===== src/rtl/adc_regbank_pkg.sv =====
// Shared register map, CTRL/STATUS bit positions and conversion FSM states
// for the APB3 ADC register bank.
package adc_regbank_pkg;

   localparam logic [11:0] ADDR_CTRL   = 12'h100;
   localparam logic [11:0] ADDR_STATUS = 12'h104;
   localparam logic [11:0] ADDR_PERIOD = 12'h108;

   localparam int unsigned CTRL_START  = 0;
   localparam int unsigned CTRL_CONT   = 1;
   localparam int unsigned CTRL_IRQ_EN = 2;

   localparam int unsigned ST_BUSY     = 0;
   localparam int unsigned ST_DVALID   = 1;
   localparam int unsigned ST_OVERRUN  = 2;
   localparam int unsigned ST_TIMEOUT  = 3;

   typedef enum logic [1:0] {
      CONV_IDLE = 2'd0,
      CONV_FIRE = 2'd1,
      CONV_WAIT = 2'd2
   } conv_state_e;

endpackage


===== src/rtl/adc_conv_ctrl.sv =====
// Conversion sequencer: IDLE -> FIRE -> WAIT FSM, free-running period counter
// for continuous mode, and the WAIT-state timeout counter.
module adc_conv_ctrl
   import adc_regbank_pkg::*;
#(
   parameter int unsigned TMO_CYC = 4096
) (
   input  logic        clk_i,
   input  logic        rst_i,
   input  logic        cpu_start,
   input  logic        cont,
   input  logic [31:0] period,
   input  logic        sample_valid,
   output logic        start,
   output logic        busy,
   output logic        capture,
   output logic        timeout,
   output logic        overrun
);

   conv_state_e state_q, state_d;
   logic [31:0] per_cnt_q;
   logic [31:0] tmo_cnt_q;
   logic        per_req;
   logic        req;

   // CPU start and period expiry in the same cycle merge into a single request
   always_comb begin
      per_req = cont && (period != '0) && (per_cnt_q >= period - 32'd1);
      req     = cpu_start | per_req;
   end

   always_ff @(posedge clk_i) begin
      if (rst_i || !cont || period == '0 || per_req) per_cnt_q <= '0;
      else                                            per_cnt_q <= per_cnt_q + 32'd1;
   end

   always_ff @(posedge clk_i) begin
      if (rst_i || state_q != CONV_WAIT) tmo_cnt_q <= '0;
      else                               tmo_cnt_q <= tmo_cnt_q + 32'd1;
   end

   always_ff @(posedge clk_i) begin
      if (rst_i) state_q <= CONV_IDLE;
      else       state_q <= state_d;
   end

   always_comb begin
      state_d = state_q;
      start   = 1'b0;
      capture = 1'b0;
      timeout = 1'b0;
      overrun = 1'b0;
      case (state_q)
         CONV_IDLE: if (req) state_d = CONV_FIRE;
         CONV_FIRE: begin
            start   = 1'b1;
            overrun = req;
            state_d = CONV_WAIT;
         end
         CONV_WAIT: begin
            overrun = req;
            if (sample_valid) begin
               capture = 1'b1;
               state_d = CONV_IDLE;
            end else if (tmo_cnt_q == 32'(TMO_CYC - 1)) begin
               timeout = 1'b1;
               state_d = CONV_IDLE;
            end
         end
         default: state_d = CONV_IDLE;
      endcase
   end

   always_comb busy = (state_q != CONV_IDLE);

endmodule


===== src/rtl/apb3_adc_regbank.sv =====
// APB3 register bank for a multi-channel ADC: decode, CH/CTRL/STATUS/PERIOD
// registers and sample capture. Define ADC_IRQ_EN to enable the interrupt output.
module apb3_adc_regbank
   import adc_regbank_pkg::*;
#(
   parameter int unsigned NUM_CH  = 8,
   parameter int unsigned DATA_W  = 16,
   parameter int unsigned TMO_CYC = 4096
) (
   input  logic                     clk_i,
   input  logic                     rst_i,
   input  logic [11:0]              PADDR,
   input  logic                     PSEL,
   input  logic                     PENABLE,
   input  logic                     PWRITE,
   input  logic [31:0]              PWDATA,
   output logic [31:0]              PRDATA,
   output logic                     PREADY,
   output logic                     PSLVERR,
   input  logic [NUM_CH*DATA_W-1:0] samples_i,
   input  logic                     sample_valid_i,
   output logic                     start_o,
   output logic                     irq_o
);

   logic [DATA_W-1:0] ch_q [NUM_CH];
   logic        cont_q, irq_en_q;
   logic        dvalid_q, overrun_q, timeout_q;
   logic [31:0] period_q, prdata_q;
   logic        slverr_q;

   logic        setup, access, wr_en, cpu_start;
   logic        ch_win, ch_ok, is_ctrl, is_status, is_period, err;
   logic [31:0] ch_rd, ctrl_rd, status_rd, rd_data;
   logic        busy, capture, timeout, conv_ovr;

   always_comb begin
      setup     = PSEL & ~PENABLE;
      access    = PSEL & PENABLE;
      ch_win    = (PADDR[11:8] == 4'h0) && (PADDR[1:0] == 2'b00);
      is_ctrl   = (PADDR == ADDR_CTRL);
      is_status = (PADDR == ADDR_STATUS);
      is_period = (PADDR == ADDR_PERIOD);
      ch_ok     = 1'b0;
      ch_rd     = '0;
      for (int unsigned n = 0; n < NUM_CH; n++) begin
         if (PADDR[7:2] == 6'(n)) begin
            ch_ok = ch_win;
            ch_rd = 32'(signed'(ch_q[n]));
         end
      end
      err       = !(ch_ok | is_ctrl | is_status | is_period) | (PWRITE & ch_ok);
      wr_en     = access & PWRITE & ~err;
      cpu_start = wr_en & is_ctrl & PWDATA[CTRL_START];

      ctrl_rd                = '0;
      ctrl_rd[CTRL_CONT]     = cont_q;
      ctrl_rd[CTRL_IRQ_EN]   = irq_en_q;
      status_rd              = '0;
      status_rd[ST_BUSY]     = busy;
      status_rd[ST_DVALID]   = dvalid_q;
      status_rd[ST_OVERRUN]  = overrun_q;
      status_rd[ST_TIMEOUT]  = timeout_q;

      rd_data = '0;
      if (ch_ok)          rd_data = ch_rd;
      else if (is_ctrl)   rd_data = ctrl_rd;
      else if (is_status) rd_data = status_rd;
      else if (is_period) rd_data = period_q;
   end

   // Read data and error are captured in setup so both are stable for the access phase
   always_ff @(posedge clk_i) begin
      if (rst_i) begin
         prdata_q <= '0;
         slverr_q <= 1'b0;
      end else if (setup) begin
         slverr_q <= err;
         if (!PWRITE) prdata_q <= err ? '0 : rd_data;
      end
   end

   always_comb begin
      PRDATA  = prdata_q;
      PREADY  = 1'b1;
      PSLVERR = slverr_q & access;
   end

   always_ff @(posedge clk_i) begin
      if (rst_i) begin
         cont_q   <= 1'b0;
         period_q <= '0;
      end else if (wr_en) begin
         if (is_ctrl)   cont_q   <= PWDATA[CTRL_CONT];
         if (is_period) period_q <= PWDATA;
      end
   end

`ifdef ADC_IRQ_EN
   logic irq_q;
   always_ff @(posedge clk_i) begin
      if (rst_i)                 irq_en_q <= 1'b0;
      else if (wr_en && is_ctrl) irq_en_q <= PWDATA[CTRL_IRQ_EN];
   end
   always_ff @(posedge clk_i) begin
      if (rst_i) irq_q <= 1'b0;
      else       irq_q <= irq_en_q & (dvalid_q | overrun_q | timeout_q);
   end
   always_comb irq_o = irq_q;
`else
   always_comb begin
      irq_en_q = 1'b0;
      irq_o    = 1'b0;
   end
`endif

   // Hardware sets are OR-ed in after the W1C mask, so they win a same-cycle clear
   always_ff @(posedge clk_i) begin
      if (rst_i) begin
         dvalid_q  <= 1'b0;
         overrun_q <= 1'b0;
         timeout_q <= 1'b0;
      end else begin
         dvalid_q  <= (dvalid_q  & ~(wr_en & is_status & PWDATA[ST_DVALID])) | capture;
         overrun_q <= (overrun_q & ~(wr_en & is_status & PWDATA[ST_OVERRUN]))
                      | conv_ovr | (capture & dvalid_q);
         timeout_q <= (timeout_q & ~(wr_en & is_status & PWDATA[ST_TIMEOUT])) | timeout;
      end
   end

   always_ff @(posedge clk_i) begin
      for (int unsigned n = 0; n < NUM_CH; n++) begin
         if (rst_i)        ch_q[n] <= '0;
         else if (capture) ch_q[n] <= samples_i[n*DATA_W +: DATA_W];
      end
   end

   adc_conv_ctrl #(
      .TMO_CYC (TMO_CYC)
   ) u_conv_ctrl (
      .clk_i        (clk_i),
      .rst_i        (rst_i),
      .cpu_start    (cpu_start),
      .cont         (cont_q),
      .period       (period_q),
      .sample_valid (sample_valid_i),
      .start        (start_o),
      .busy         (busy),
      .capture      (capture),
      .timeout      (timeout),
      .overrun      (conv_ovr)
   );

endmodule


===== config.mk =====
export PLATFORM = sky130hd
export DESIGN_NAME = apb3_adc_regbank
export DESIGN_NICKNAME = d
export VERILOG_FILES = /design/src/rtl/adc_regbank_pkg.sv /design/src/rtl/adc_conv_ctrl.sv /design/src/rtl/apb3_adc_regbank.sv
export SDC_FILE = /design/constraint.sdc
export NUM_CORES = 1
export LEC_CHECK = 0
export ABC_CLOCK_PERIOD_IN_PS = 3800
export BUFFER_PORTS_ARGS = -buffer_cell sky130_fd_sc_hd__clkbuf_2
export CORE_ASPECT_RATIO = 0.75
export CORE_MARGIN = 4
export CORE_UTILIZATION = 53
export CTS_BUF_LIST = sky130_fd_sc_hd__clkbuf_8
export DETAILED_ROUTE_END_ITERATION = 8
export PLACE_DENSITY_LB_ADDON = 0.12
export SLEW_MARGIN = 15
export SYNTH_ARGS = -nofsm -noshare
export SYNTH_HDL_FRONTEND = slang
export SYNTH_SLANG_ARGS = --single-unit

===== constraint.sdc =====
create_clock -name clk_i -period 3.8 [get_ports clk_i]
set_clock_uncertainty 0.2 [all_clocks]
set_input_delay 0.38 -clock clk_i [delete_from_list [all_inputs] [get_ports clk_i]]
set_output_delay 0.38 -clock clk_i [all_outputs]
set_load 0.005 [all_outputs]

[After elaboration in Yosys (flattened, before gate mapping)]
Memories as Yosys holds them, arrays and structs flattened.
Cells that the tools add are included.
Word-level totals
  register bits: 135
  output and inout bits: 36
  memory bits (writable): 128
  logic and storage cells: 136
  input port bits: 178
  memories kept: 1
Operators by class
  $lt $le $gt $ge: 1
  multiplexer cells: 45
  eq/ne operators: 16
  add/sub/neg operators: 3
  bitwise operators: 39
  reductions and logical operators: 21
Memory list
  ch_q: depth 8, width 16, rd ports 8, clocked after Yosys merged registers in 0, wr ports 8, RTL line apb3_adc_regbank.sv:26  | logic [DATA_W-1:0] ch_q [NUM_CH];
Operators with widths (number)
  $mux W32: 13
  $mux W16: 8
  $add A32 B1 Y32 const B: 2
  $eq A12 B9 Y1 const B: 3
  $eq A32 B12 Y1 const B: 1
  $ge A32 B32 Y1: 1
  $logic_not A32 Y1: 1
  $reduce_bool A32 Y1: 1
  $sub A32 B1 Y32 const B: 1
  $eq A6 B3 Y1 const B: 4
  $mux W1: 20
  $or A1 B1 Y1: 17
  $and A1 B1 Y1: 16
  $eq A6 B2 Y1 const B: 2
  $reduce_and A2 Y1: 4
  $eq A6 B1 Y1 const B: 1
  $logic_not A6 Y1: 1
  $mux W2: 3
  $not A1 Y1: 6
  $pmux W2 S3: 1
  $logic_not A2 Y1: 2
  $logic_not A4 Y1: 1
  $logic_or A1 B1 Y1: 4
  $logic_and A1 B1 Y1: 3
  other kinds (8): 9

[Depth between registers and ports, before layout]
Gate-level depths: netlist (run 1).
  word-level depth: 23
  mapped depth: 17
  mapped depth without buffers: 15

[Cells and area by module]
Synthesis (run 1) repeated with hierarchy kept, for this count alone.
Second synthesis, totals
  cell total of the unflattened synthesis: 1246
  area, all modules: 12796.0 um^2
By module, submodules not included
  apb3_adc_regbank: sequential area each 5225.0 um^2, area an instance 8594.5 um^2, times used 1, cells an instance 753
  adc_conv_ctrl: sequential area each 1321.3 um^2, area an instance 4201.5 um^2, times used 1, cells an instance 493

[Worst setup path before layout (run 1)]
OpenSTA, ideal clock, no wires.
  path type: input to register
  from: input rst_i
  to: memory ch_q[0][0], enable pin
  cell stages on the path: 3
  path buffers: 1
  setup time: 491 ps
  arrival: 3404 ps
  data required time: 3109 ps
  setup slack: -295 ps
  cell sequence: clkbuf_1 > inv_1 > nand2_1
RTL lines
  from (decl): RTL line apb3_adc_regbank.sv:11  | input logic rst_i,
  to (decl): RTL line apb3_adc_regbank.sv:26

[Worst setup path after layout (run 1)]
  from: register period_q[21]
  to: register u_conv_ctrl.state_q[0]
Between the ends
  longest elaborated chain between the ends: 6
  elaborated cells between the ends (all ways): 8
  classes of those cells: add/sub: 1; order compare: 1; eq/ne: 1; bitwise: 1; reduce/logical: 4
RTL lines
  from (decl): RTL line apb3_adc_regbank.sv:29  | logic [31:0] period_q, prdata_q;
  from (signal assigned): RTL line apb3_adc_regbank.sv:92  | period_q <= '0;
  from (signal assigned): RTL line apb3_adc_regbank.sv:95  | if (is_period) period_q <= PWDATA;
  $sub A32 B1 Y32 / $reduce_bool A32 Y1 (equally long branches): RTL line adc_conv_ctrl.sv:29  | per_req = cont && (period != '0) && (per_cnt_q >= period - 32'd1);
  $ge A32 B32 Y1 / $logic_and A1 B1 Y1 (equally long branches): RTL line adc_conv_ctrl.sv:29
  $logic_and A1 B1 Y1 *: RTL line adc_conv_ctrl.sv:29
  $or A1 B1 Y1 *: RTL line adc_conv_ctrl.sv:30  | req = cpu_start | per_req;
  $ne A2 B1 Y1 (no source line) *
  $reduce_and A2 Y1 (no source line) *
  to (signal assigned): RTL line adc_conv_ctrl.sv:45  | else state_q <= state_d;
  to (decl): RTL line adc_conv_ctrl.sv:21  | conv_state_e state_q, state_d;
Mark *: on every way between the ends. The rest lies on a longest branch, timed or not.
A chain may end at the register's enable or synchronous reset.

==> impl_metrics.tcl, run 1 <==
set metrics [dict create \
    clk_pin_slew_ns 0.07 \
    grt_overflow 0 \
    fin_setup_tns_ns -11.00 \
    fillCellCount 1621 \
    cp_max_fo 5 \
    async_flop_share_pct 0 \
    maxCapViolCount 0 \
    yosys_warnings 0 \
    place.gp.congestion 0.869 \
    portBuffers 211 \
    dp_hpwl_um 24800 \
    layout_setup_ws_ns -0.378 \
    worstRegToRegCells 15 \
    postRouteAntennaNets 0 \
    syn_nets 1437 \
    grt_start_max_net_pins 125 \
    start_util_pct 54.1 \
    cts_max_level 2 \
    min_period_over_period_pct 110 \
    area_growth_pct 35.4 \
    cp_data_required_time_ns 4.04 \
    vias_per_cell 5.57 \
    violations "negative setup slack" \
    slew_headroom_pct 42.4 \
    syn_inst 1221 \
    placed_cell_area_sq_um 14200 \
    fin_area_sq_um 16900 \
    cpMostUsedCell "buf_4" \
    fmax_mhz 239 \
    crit_path_max_incr_delay_ns 0.58 \
    cts.sinks 263 \
    antenna_found_initial 2 \
    cts_tree "built" \
    synth_ff_type "dfxtp_1" \
    cp.arrival_ns 4.41 \
    ios 214 \
    grt_usage_pct 29.5 \
    clk_path_buf_depth 3 \
    coreArea_sq_um 23100 \
    die_w_um 185 \
    start_kind "flip-flop" \
    drv_slew 0 \
    cts_buffers 42 \
    netlist.area_leader.share_pct 30.7 \
    critPathKind "reg2reg" \
    crit_family "simple AND/OR/NAND/NOR gates" \
    rsz0062_at_grt "true" \
    worst-path-buf-inv 2 \
    ys_types 62 \
    fp.dieH_um 141 \
    ys_top_cells_by_count "dfxtp_1 (135), nor2_1 (133), and2_1 (130)" \
    outcome "finished, violations left" \
    grt_pass1_vias 11073 \
    synth-edff-count 128 \
    preCtsSetupSlack_ns -0.447 \
    cts-root-buf "clkbuf_8" \
    tightestPinTransition_ns 0.864 \
    avgSynthCellArea_sq_um 10.2 \
    final_nets 1854 \
    p_per_area_nw_per_um2 345 \
    yosysTopAreaCell "edfxtp_1" \
    peakVddDrop_mv 0.302 \
    worstSkewPairLatency_ns 0.55 \
    rows 48 \
    post_drt_wl_per_cell_um 19.7 \
    path_cells "or4_4 -> or4b_4 -> or3_1 -> nor2_4 -> xnor2_2 -> ha_1 -> nand4_1 -> buf_4 -> nor2_2 -> a221oi_2 -> o211ai_1 -> buf_4 -> o21ai_4 -> a21oi_1 -> o221a_1" \
    drive_gt1_share_pct 24.1 \
    synth.most_common_cell "dfxtp_1" \
    seq_area_frac_synth_pct 52.4 \
    drc_errors 0 \
    ys_ff_latch 263 \
    finalSetupViolations 35 \
    finalHoldViolCount 0 \
    synth.area.top_cells "edfxtp_1 (31%), dfxtp_1 (22%), and2_1 (6.5%), nor2_1 (4.0%), ha_1 (3.8%)" \
    drt_iter0_markers 1055 \
    hp-class "in2reg" \
    dr_total_vias 10983 \
    drtPass1Iterations 5 \
    drt_wl_total_um 38900 \
    critical_path.endpoint_type "flip-flop" \
    leakagePower_nw 6.89 \
    die_area_sq_um 26100 \
    critPathSlowestCell "or4_4" \
    period_needed_ns 4.18 \
    grt_pass1_wl_um 60600 \
    min_path_cells 4 \
    syn_area_sq_um 12500 \
    cp.depth 15 \
]
## flip-flops by register name (all words and copies together), names as in the netlist
signal	count
PRDATA	32
ch_q	128
cont_q	1
dvalid_q	1
overrun_q	1
period_q	32
slverr_q	1
timeout_q	1
u_conv_ctrl.per_cnt_q	32
u_conv_ctrl.state_q	2
u_conv_ctrl.tmo_cnt_q	32
## cell type report
class	count	area [sq um]	share of cell area [%]
diodes	2	5.00	0.0296
clock buffers	46	633	3.74
clock inverters	30	178	1.05
inverters	13	48.8	0.288
multi-input cells	878	5890	34.8
flip-flops and latches	263	6550	38.7
well taps	300	375	2.22
repair buffers	440	3250	19.2
## cell usage in the layout (no fill, tap or decap), types with 5 or more instances in the layout
cell	instances
clkbuf_2	211
dlygate4sd3_1	161
dfxtp_1	134
and2_1	130
edfxtp_1	128
nor2_1	118
nand2_1	113
a21oi_1	79
buf_4	62
xor2_1	46
clkbuf_8	46
ha_1	38
nand3_1	35
xnor2_1	34
inv_1	26
o21ai_0	24
o22ai_1	20
a2bb2oi_1	18
nand4_1	17
mux4_2	16
nor3_1	15
a22oi_1	14
and3_1	13
nor2_4	12
a211oi_1	12
or3_1	11
a22o_1	11
nor4_1	10
clkinv_2	7
clkinv_1	7
nand2b_1	6
and4_1	6
mux2i_1	5
## logic make-up after synthesis
group           synth area share, %
simple gates                   21.4
flops                          52.4
compound gates                 10.8
xor+xnor                       5.67
buf+inv                        2.63
fa+ha+maj                      3.80
mux                            3.28
other cells                  0.0601
## stage by stage
| step | total power, W | cells | util (%) | hold WS [ns] |
|---|---|---|---|---|
| 5_1_grt | 0.00602 | 1972 | 73.2 | 0.0754 |
| 4_1_cts | 0.00583 | 1968 | 72.4 | 0.0276 |
| 3_3_place_gp | 0.00335 | 1726 | 61.5 | 0.232 |
| 2_1_floorplan | 0.00320 | 1221 | - | 0.218 |
| 6_report | 0.00584 | 1972 | 73.2 | 0.0604 |
| 3_5_place_dp | 0.00335 | 1726 | 61.5 | 0.242 |
## final timing paths
kind,startpoint,endpoint,slack (ns)
min reg2reg,u_conv_ctrl.tmo_cnt_q[0],u_conv_ctrl.tmo_cnt_q[0],0.26
max,period_q[21],u_conv_ctrl.state_q[0],-0.38
min,PSEL,slverr_q,0.06
max reg2reg,period_q[21],u_conv_ctrl.state_q[0],-0.38
## worst min-delay path, stage by stage
cell	delay (ns)
clkbuf_2	0.13
inv_1	0.08
or3_1	0.10
a21oi_1	0.06
## layer usage
metal	up-vias	part of all wire, %	track usage (%)
li1	5200	-	-
met4	0	3.2	9.42
met3	96	7.6	5.91
met5	-	0	0
met1	5215	44	41.5
met2	472	45	46.2
## power by group
part / internal, W / switching (W)
Sequential: 0.00301 / 0.0000151
Combinational: 0.000223 / 0.000192
Clock: 0.00125 / 0.00115
## repair_timing
action                                  4_1_cts  5_1_grt
hold buffers                                161        0
pin swaps                                    11       30
endpoints found under the setup margin       35       35
hold endpoints to repair                    164        0
setup buffers                                 5        1
gates cloned                                  0        1
resized for setup                            13       37
No activity file was read; power rests on OpenSTA's default activity.
==> run 2: changes to the inputs <==
--- a/config.mk
+++ b/config.mk
@@ -9,10 +9,11 @@
 export BUFFER_PORTS_ARGS = -buffer_cell sky130_fd_sc_hd__clkbuf_2
 export CORE_ASPECT_RATIO = 0.75
 export CORE_MARGIN = 4
-export CORE_UTILIZATION = 53
+export CORE_UTILIZATION = 35
 export CTS_BUF_LIST = sky130_fd_sc_hd__clkbuf_8
 export DETAILED_ROUTE_END_ITERATION = 8
 export PLACE_DENSITY_LB_ADDON = 0.12
+export SETUP_SLACK_MARGIN = 0.3
 export SLEW_MARGIN = 15
 export SYNTH_ARGS = -nofsm -noshare
 export SYNTH_HDL_FRONTEND = slang
==> run 2 against run 1 <==
Effect of this change:
- the flow still finishes with violations (negative setup slack)
- critical endpoint is now u_conv_ctrl.state_q[1]
- clock power up 2%
- die area grew 49%
- highest routed layer is now met5
- sequential share of layout area shrank 0.94 points
- non-clock buffer count rose by 9
- total power rose by 0.57%
==> impl_metrics.tcl, run 2 (synthesis gave the netlist of run 1 again) <==
set metrics [dict create \
    cts.sinks 263 \
    p_total_w 0.00587 \
    min_period_over_period_pct 107 \
    drt_wl_total_um 39900 \
    outcome "finished, violations left" \
    grt_start_max_net_pins 129 \
    rows 59 \
    layout_setup_ws_ns -0.265 \
    grt_usage_pct 20.5 \
    cts_tree "built" \
    post_drt_wl_per_cell_um 18.6 \
    hp-class "in2reg" \
    fmax_mhz 246 \
    finalHoldViolCount 0 \
    dp_hpwl_um 27600 \
    grt_pass1_wl_um 61700 \
    cts-root-buf "clkbuf_8" \
    final_common_cell "clkbuf_2" \
    violations "negative setup slack" \
    rsz0062_at_grt "true" \
    cp_data_required_time_ns 4.10 \
    ios 214 \
    start_util_pct 35.7 \
    clk_pin_slew_ns 0.06 \
    drive_gt1_share_pct 25.4 \
    portBuffers 211 \
    cts_buffers 46 \
    final_cell_mix "clkbuf_2 (211), dlygate4sd3_1 (163), dfxtp_1 (133)" \
    cp_max_fo 8 \
    vias_per_cell 5.02 \
    preCtsSetupSlack_ns -0.285 \
    area_growth_pct 38.8 \
    final_nets 1867 \
    tightestPinTransition_ns 1.05 \
    placed_cell_area_sq_um 14500 \
    clk_path_buf_depth 3 \
    fp.dieH_um 172 \
    critical_path.endpoint_type "flip-flop" \
    drv_slew 0 \
    critPathKind "reg2reg" \
    drc_errors 0 \
    fillCellCount 3248 \
    peakVddDrop_mv 0.208 \
    worstSkewPairLatency_ns 0.58 \
    holdWs_ns 0.0675 \
    coreArea_sq_um 35000 \
    p_per_area_nw_per_um2 338 \
    die_w_um 226 \
    fin_area_sq_um 17400 \
    dr_total_vias 10748 \
    dp_cells 1885 \
    cts_max_level 2 \
    maxCapViolCount 0 \
    diodes 0 \
    largest_reg_flops 128 \
    die_area_sq_um 38800 \
    start_kind "flip-flop" \
    slew_headroom_pct 30.1 \
    cp.arrival_ns 4.37 \
    top_register "ch_q" \
    post_layout_nonfiller_instances 2139 \
    postRouteAntennaNets 0 \
    grt_pass1_vias 10962 \
    grt_overflow 0 \
    leakagePower_nw 6.96 \
    antenna_found_initial 1 \
    drt_iter0_markers 754 \
    drtPass1Iterations 5 \
    place.gp.congestion 0.840 \
    period_needed_ns 4.06 \
    finalSetupViolations 34 \
]
## run 2: power breakdown
part           switching (W)  internal (W)
Sequential         0.0000123       0.00301
Clock                0.00117       0.00126
Combinational       0.000189      0.000223
Total                0.00137       0.00450
## run 2: cell type report
cell class	count	area (sq um)	share of cell area [%]
sequential	263	6550	37.7
multi-input combinational	878	5980	34.4
inverter	13	48.8	0.281
clock buffer	53	729	4.20
tap	457	572	3.29
clock inverter	26	113	0.649
timing repair buffer	449	3370	19.4
## run 2: stage by stage
stage,util [%],setup TNS (ns)
floorplan,-,0
global placement,41.3,-10.12
detailed placement,41.3,-9.05
CTS,49.0,-5.55
global route,49.6,-12.82
finish,49.6,-8.22
## run 2: final timing paths
kind / startpoint / cells past startpoint / slack [ns] / endpoint
worst max register to register: period_q[9] / 15 / -0.26 / u_conv_ctrl.state_q[1]
worst min register to register: u_conv_ctrl.tmo_cnt_q[0] / 1 / 0.25 / u_conv_ctrl.tmo_cnt_q[0]
worst max-delay path: period_q[9] / 15 / -0.26 / u_conv_ctrl.state_q[1]
worst min-delay path: PSEL / 4 / 0.07 / slverr_q
## run 2: timing repair
| action | CTS | global route |
|---|---|---|
| setup endpoints to repair | 35 | 35 |
| endpoints found under the hold margin | 164 | 0 |
| setup buffers | 9 | 0 |
| cloned | 2 | 1 |
| pin swaps | 4 | 32 |
| hold buffers | 163 | 0 |
| gates resized for setup | 23 | 46 |
## run 2: routing by layer
layer	share of wire, %	wire length (um)	track usage, %
met5	0.033	13	0
met4	2.5	1010	5.90
met3	5.3	2130	3.22
met2	44	17500	31.4
met1	48	19200	30.1
## run 2: critical path, stage by stage, from the launching register on
cell	delay, ns
dfxtp_2	0.32
or4_4	0.58
or3_4	0.39
or3_4	0.34
buf_12	0.16
nor3_4	0.17
xnor2_1	0.10
ha_1	0.32
nand4_1	0.20
nor4_2	0.25
nand2_1	0.11
a211oi_2	0.22
buf_4	0.17
o21ai_4	0.07
a31oi_2	0.16
mux2i_1	0.23
==> run 3: changes to the inputs <==
--- a/config.mk
+++ b/config.mk
@@ -17,4 +17,5 @@
 export SLEW_MARGIN = 15
 export SYNTH_ARGS = -nofsm -noshare
 export SYNTH_HDL_FRONTEND = slang
+export SYNTH_HIERARCHICAL = 1
 export SYNTH_SLANG_ARGS = --single-unit
==> run 3 against run 2 <==
Effect of this change:
- the run still ends with negative setup slack left
- critical path type unchanged
- global-route usage is 1.3 points lower
- clock power up 4%
- cell area is essentially flat
- synthesized area up 2.4%
==> impl_metrics.tcl, run 3 <==
set metrics [dict create \
    critical_path.endpoint_type "flip-flop" \
    start_util_pct 35.6 \
    place.gp.congestion 0.829 \
    synth.area.top_cells "edfxtp_1 (30%), dfxtp_1 (21%), and2_1 (6.7%), nand2_1 (4.0%), ha_1 (3.8%)" \
    start_kind "flip-flop" \
    critPathKind "reg2reg" \
    ys_top_cells_by_count "and2_1 (137), nand2_1 (136), dfxtp_1 (135)" \
    final_nets 1893 \
    synth-edff-count 128 \
    post_layout_nonfiller_instances 2178 \
    holdPathEnd "PRDATA[31]" \
    synth.most_common_cell "and2_1" \
    cts.sinks 263 \
    clk_pin_slew_ns 0.06 \
    vias_per_cell 4.88 \
    synth_ff_type "dfxtp_1" \
    ys_types 74 \
    period_needed_ns 4.18 \
    worstRegToRegCells 14 \
    hp-class "in2reg" \
    placed_cell_area_sq_um 14700 \
    portBuffers 211 \
    tightestPinTransition_ns 1.01 \
    violations "negative setup slack" \
    async_flop_share_pct 0 \
    cp_data_required_time_ns 4.09 \
    yosysTopAreaCell "edfxtp_1" \
    min_path_cells 4 \
    maxCapViolCount 0 \
    ios 214 \
    syn_nets 1463 \
    layout_setup_ws_ns -0.380 \
    outcome "finished, violations left" \
    final_common_cell "clkbuf_2" \
    fmax_mhz 239 \
    largest_reg_flops 128 \
    r2r_setup_slack_ns -0.38 \
    ys_ff_latch 263 \
    slew_headroom_pct 32.1 \
    cts_buffers 47 \
    fin_area_sq_um 17300 \
    yosys_warnings 6 \
    worstSkewPairLatency_ns 0.59 \
    drt_wl_total_um 38300 \
    finalHoldViolCount 0 \
    r2r_start "period_q[0]" \
    grt_pass1_vias 10914 \
    cts_max_level 2 \
    peakVddDrop_mv 0.165 \
    fp.dieH_um 174 \
    drive_gt1_share_pct 23.7 \
    syn_inst 1246 \
    dr_total_vias 10639 \
    syn_area_sq_um 12800 \
    rsz0062_at_grt "true" \
    p_per_area_nw_per_um2 345 \
    grt_pass1_wl_um 60900 \
    cts-root-buf "clkbuf_8" \
    clk_path_buf_depth 3 \
    avgSynthCellArea_sq_um 10.3 \
    drc_errors 0 \
    diodes 0 \
    leakagePower_nw 7.05 \
    rows 60 \
    grt_overflow 0 \
    min_period_over_period_pct 110 \
    rr_endpoint "u_conv_ctrl/state_q[0]" \
    post_drt_wl_per_cell_um 17.6 \
    grt_usage_pct 19.2 \
    die_area_sq_um 39700 \
    drv_slew 0 \
    dp_cells 1923 \
    coreArea_sq_um 36000 \
    cts_tree "built" \
    final_cell_mix "clkbuf_2 (211), dlygate4sd3_1 (163), and2_1 (137)" \
    area_growth_pct 35.6 \
    cp.arrival_ns 4.47 \
    grt_start_max_net_pins 51 \
    top_register "ch_q" \
    antenna_found_initial 0 \
    finalSetupViolations 35 \
    holdCritStartpoint "PWRITE" \
    die_w_um 229 \
    drtPass1Iterations 5 \
    netlist.area_leader.share_pct 30.0 \
    dp_hpwl_um 27500 \
    seq_area_frac_synth_pct 51.2 \
    cp_max_fo 3 \
    postRouteAntennaNets 0 \
    drt_iter0_markers 740 \
]
==> run 3: cell count changes in the layout (fill, tap and decap cells not counted), moves of 7 or more <==
| cell | before | now |
|---|---|---|
| o21ai_0 | 23 | 52 |
| nand2_1 | 114 | 136 |
| a2bb2oi_1 | 18 | 1 |
| nor2_4 | 20 | 4 |
| o22ai_1 | 20 | 6 |
| mux2i_1 | 5 | 18 |
| a22oi_1 | 14 | 2 |
| clkinv_2 | 0 | 11 |
| a211oi_1 | 11 | 2 |
| a22o_1 | 11 | 2 |
| nor2_2 | 9 | 1 |
| and2_1 | 130 | 137 |
==> run 3: per-layer routing <==
layer | part of all wire, % | GRT usage (%) | vias to the layer above
met4 | 2.4 | 5.40 | 0
met5 | 0 | 0 | -
met1 | 49 | 28.3 | 4991
li1 | - | - | 5271
met3 | 6.5 | 3.91 | 59
met2 | 42 | 28.5 | 318
==> run 3: final cells by class <==
cell class / count / area, sq um
Clock buffer: 54 / 743
Timing Repair Buffer: 442 / 3260
Fill cell: 3321 / 18600
Sequential cell: 263 / 6550
Multi-Input combinational cell: 900 / 5970
Tap cell: 465 / 582
Clock inverter: 32 / 155
Inverter: 22 / 82.6
==> run 3: kinds of logic after synthesis <==
logic type               Yosys count  share of synthesized area (%)
adder cells (fa/ha/maj)           39                           3.81
AO/OA/AOI/OAI                    198                           9.48
AND/OR/NAND/NOR                  547                           22.8
multiplexers                      35                           4.31
XOR/XNOR                          79                           5.41
other                              2                         0.0587
buffers and inverters             83                           2.94
flip-flops                       263                           51.2
==> run 3: worst max-delay path by stage <==
stage                 from  slack, ns                   endpoint
6_report       period_q[0]      -0.38     u_conv_ctrl/state_q[0]
2_1_floorplan  period_q[5]      -0.30  u_conv_ctrl/per_cnt_q[22]
3_5_place_dp   period_q[5]      -0.44     u_conv_ctrl/state_q[0]
4_1_cts        period_q[0]      -0.37  u_conv_ctrl/per_cnt_q[29]
3_3_place_gp   period_q[5]      -0.37  u_conv_ctrl/per_cnt_q[29]
5_1_grt        period_q[0]      -0.56  u_conv_ctrl/per_cnt_q[16]
==> run 3: through the flow <==
stage | setup slack (ns) | total power, W | utilization, % | hold WS, ns | TNS, ns
2_1_floorplan | -0.302 | 0.00321 | - | 0.218 | -9.55
3_3_place_gp | -0.374 | 0.00338 | 40.8 | 0.232 | -12.39
3_5_place_dp | -0.437 | 0.00337 | 40.8 | 0.243 | -13.98
4_1_cts | -0.366 | 0.00607 | 48.1 | 0.0253 | -11.73
5_1_grt | -0.563 | 0.00624 | 48.2 | 0.0633 | -18.56
6_report | -0.380 | 0.00599 | 48.2 | 0.0482 | -12.57
==> run 3: repair_timing <==
| action | in CTS | in global routing |
|---|---|---|
| resized for setup | 12 | 7 |
| setup buffers | 5 | 1 |
| hold endpoints to repair | 167 | 0 |
| pin swaps | 8 | 5 |
| hold buffers | 163 | 0 |
| setup endpoints to repair | 35 | 35 |
==> run 3: critical path: stages, from the launching register on <==
cell and delay (ns):
dfxtp_2 0.32, or3_4 0.38, or3_4 0.34, or4_4 0.55, buf_6 0.16, nor2_4 0.07
xnor2_1 0.08, ha_1 0.29, nand4_1 0.12, or3_1 0.39, or4_4 0.45, a31oi_4 0.24
o21bai_4 0.10, a31oi_4 0.21, mux2i_1 0.19
==> run 3: report_power, final <==
part	internal [W]	total, W	switching [W]
clock	0.00131	0.00254	0.00123
combinational	0.000235	0.000420	0.000186
sequential	0.00301	0.00302	0.0000126
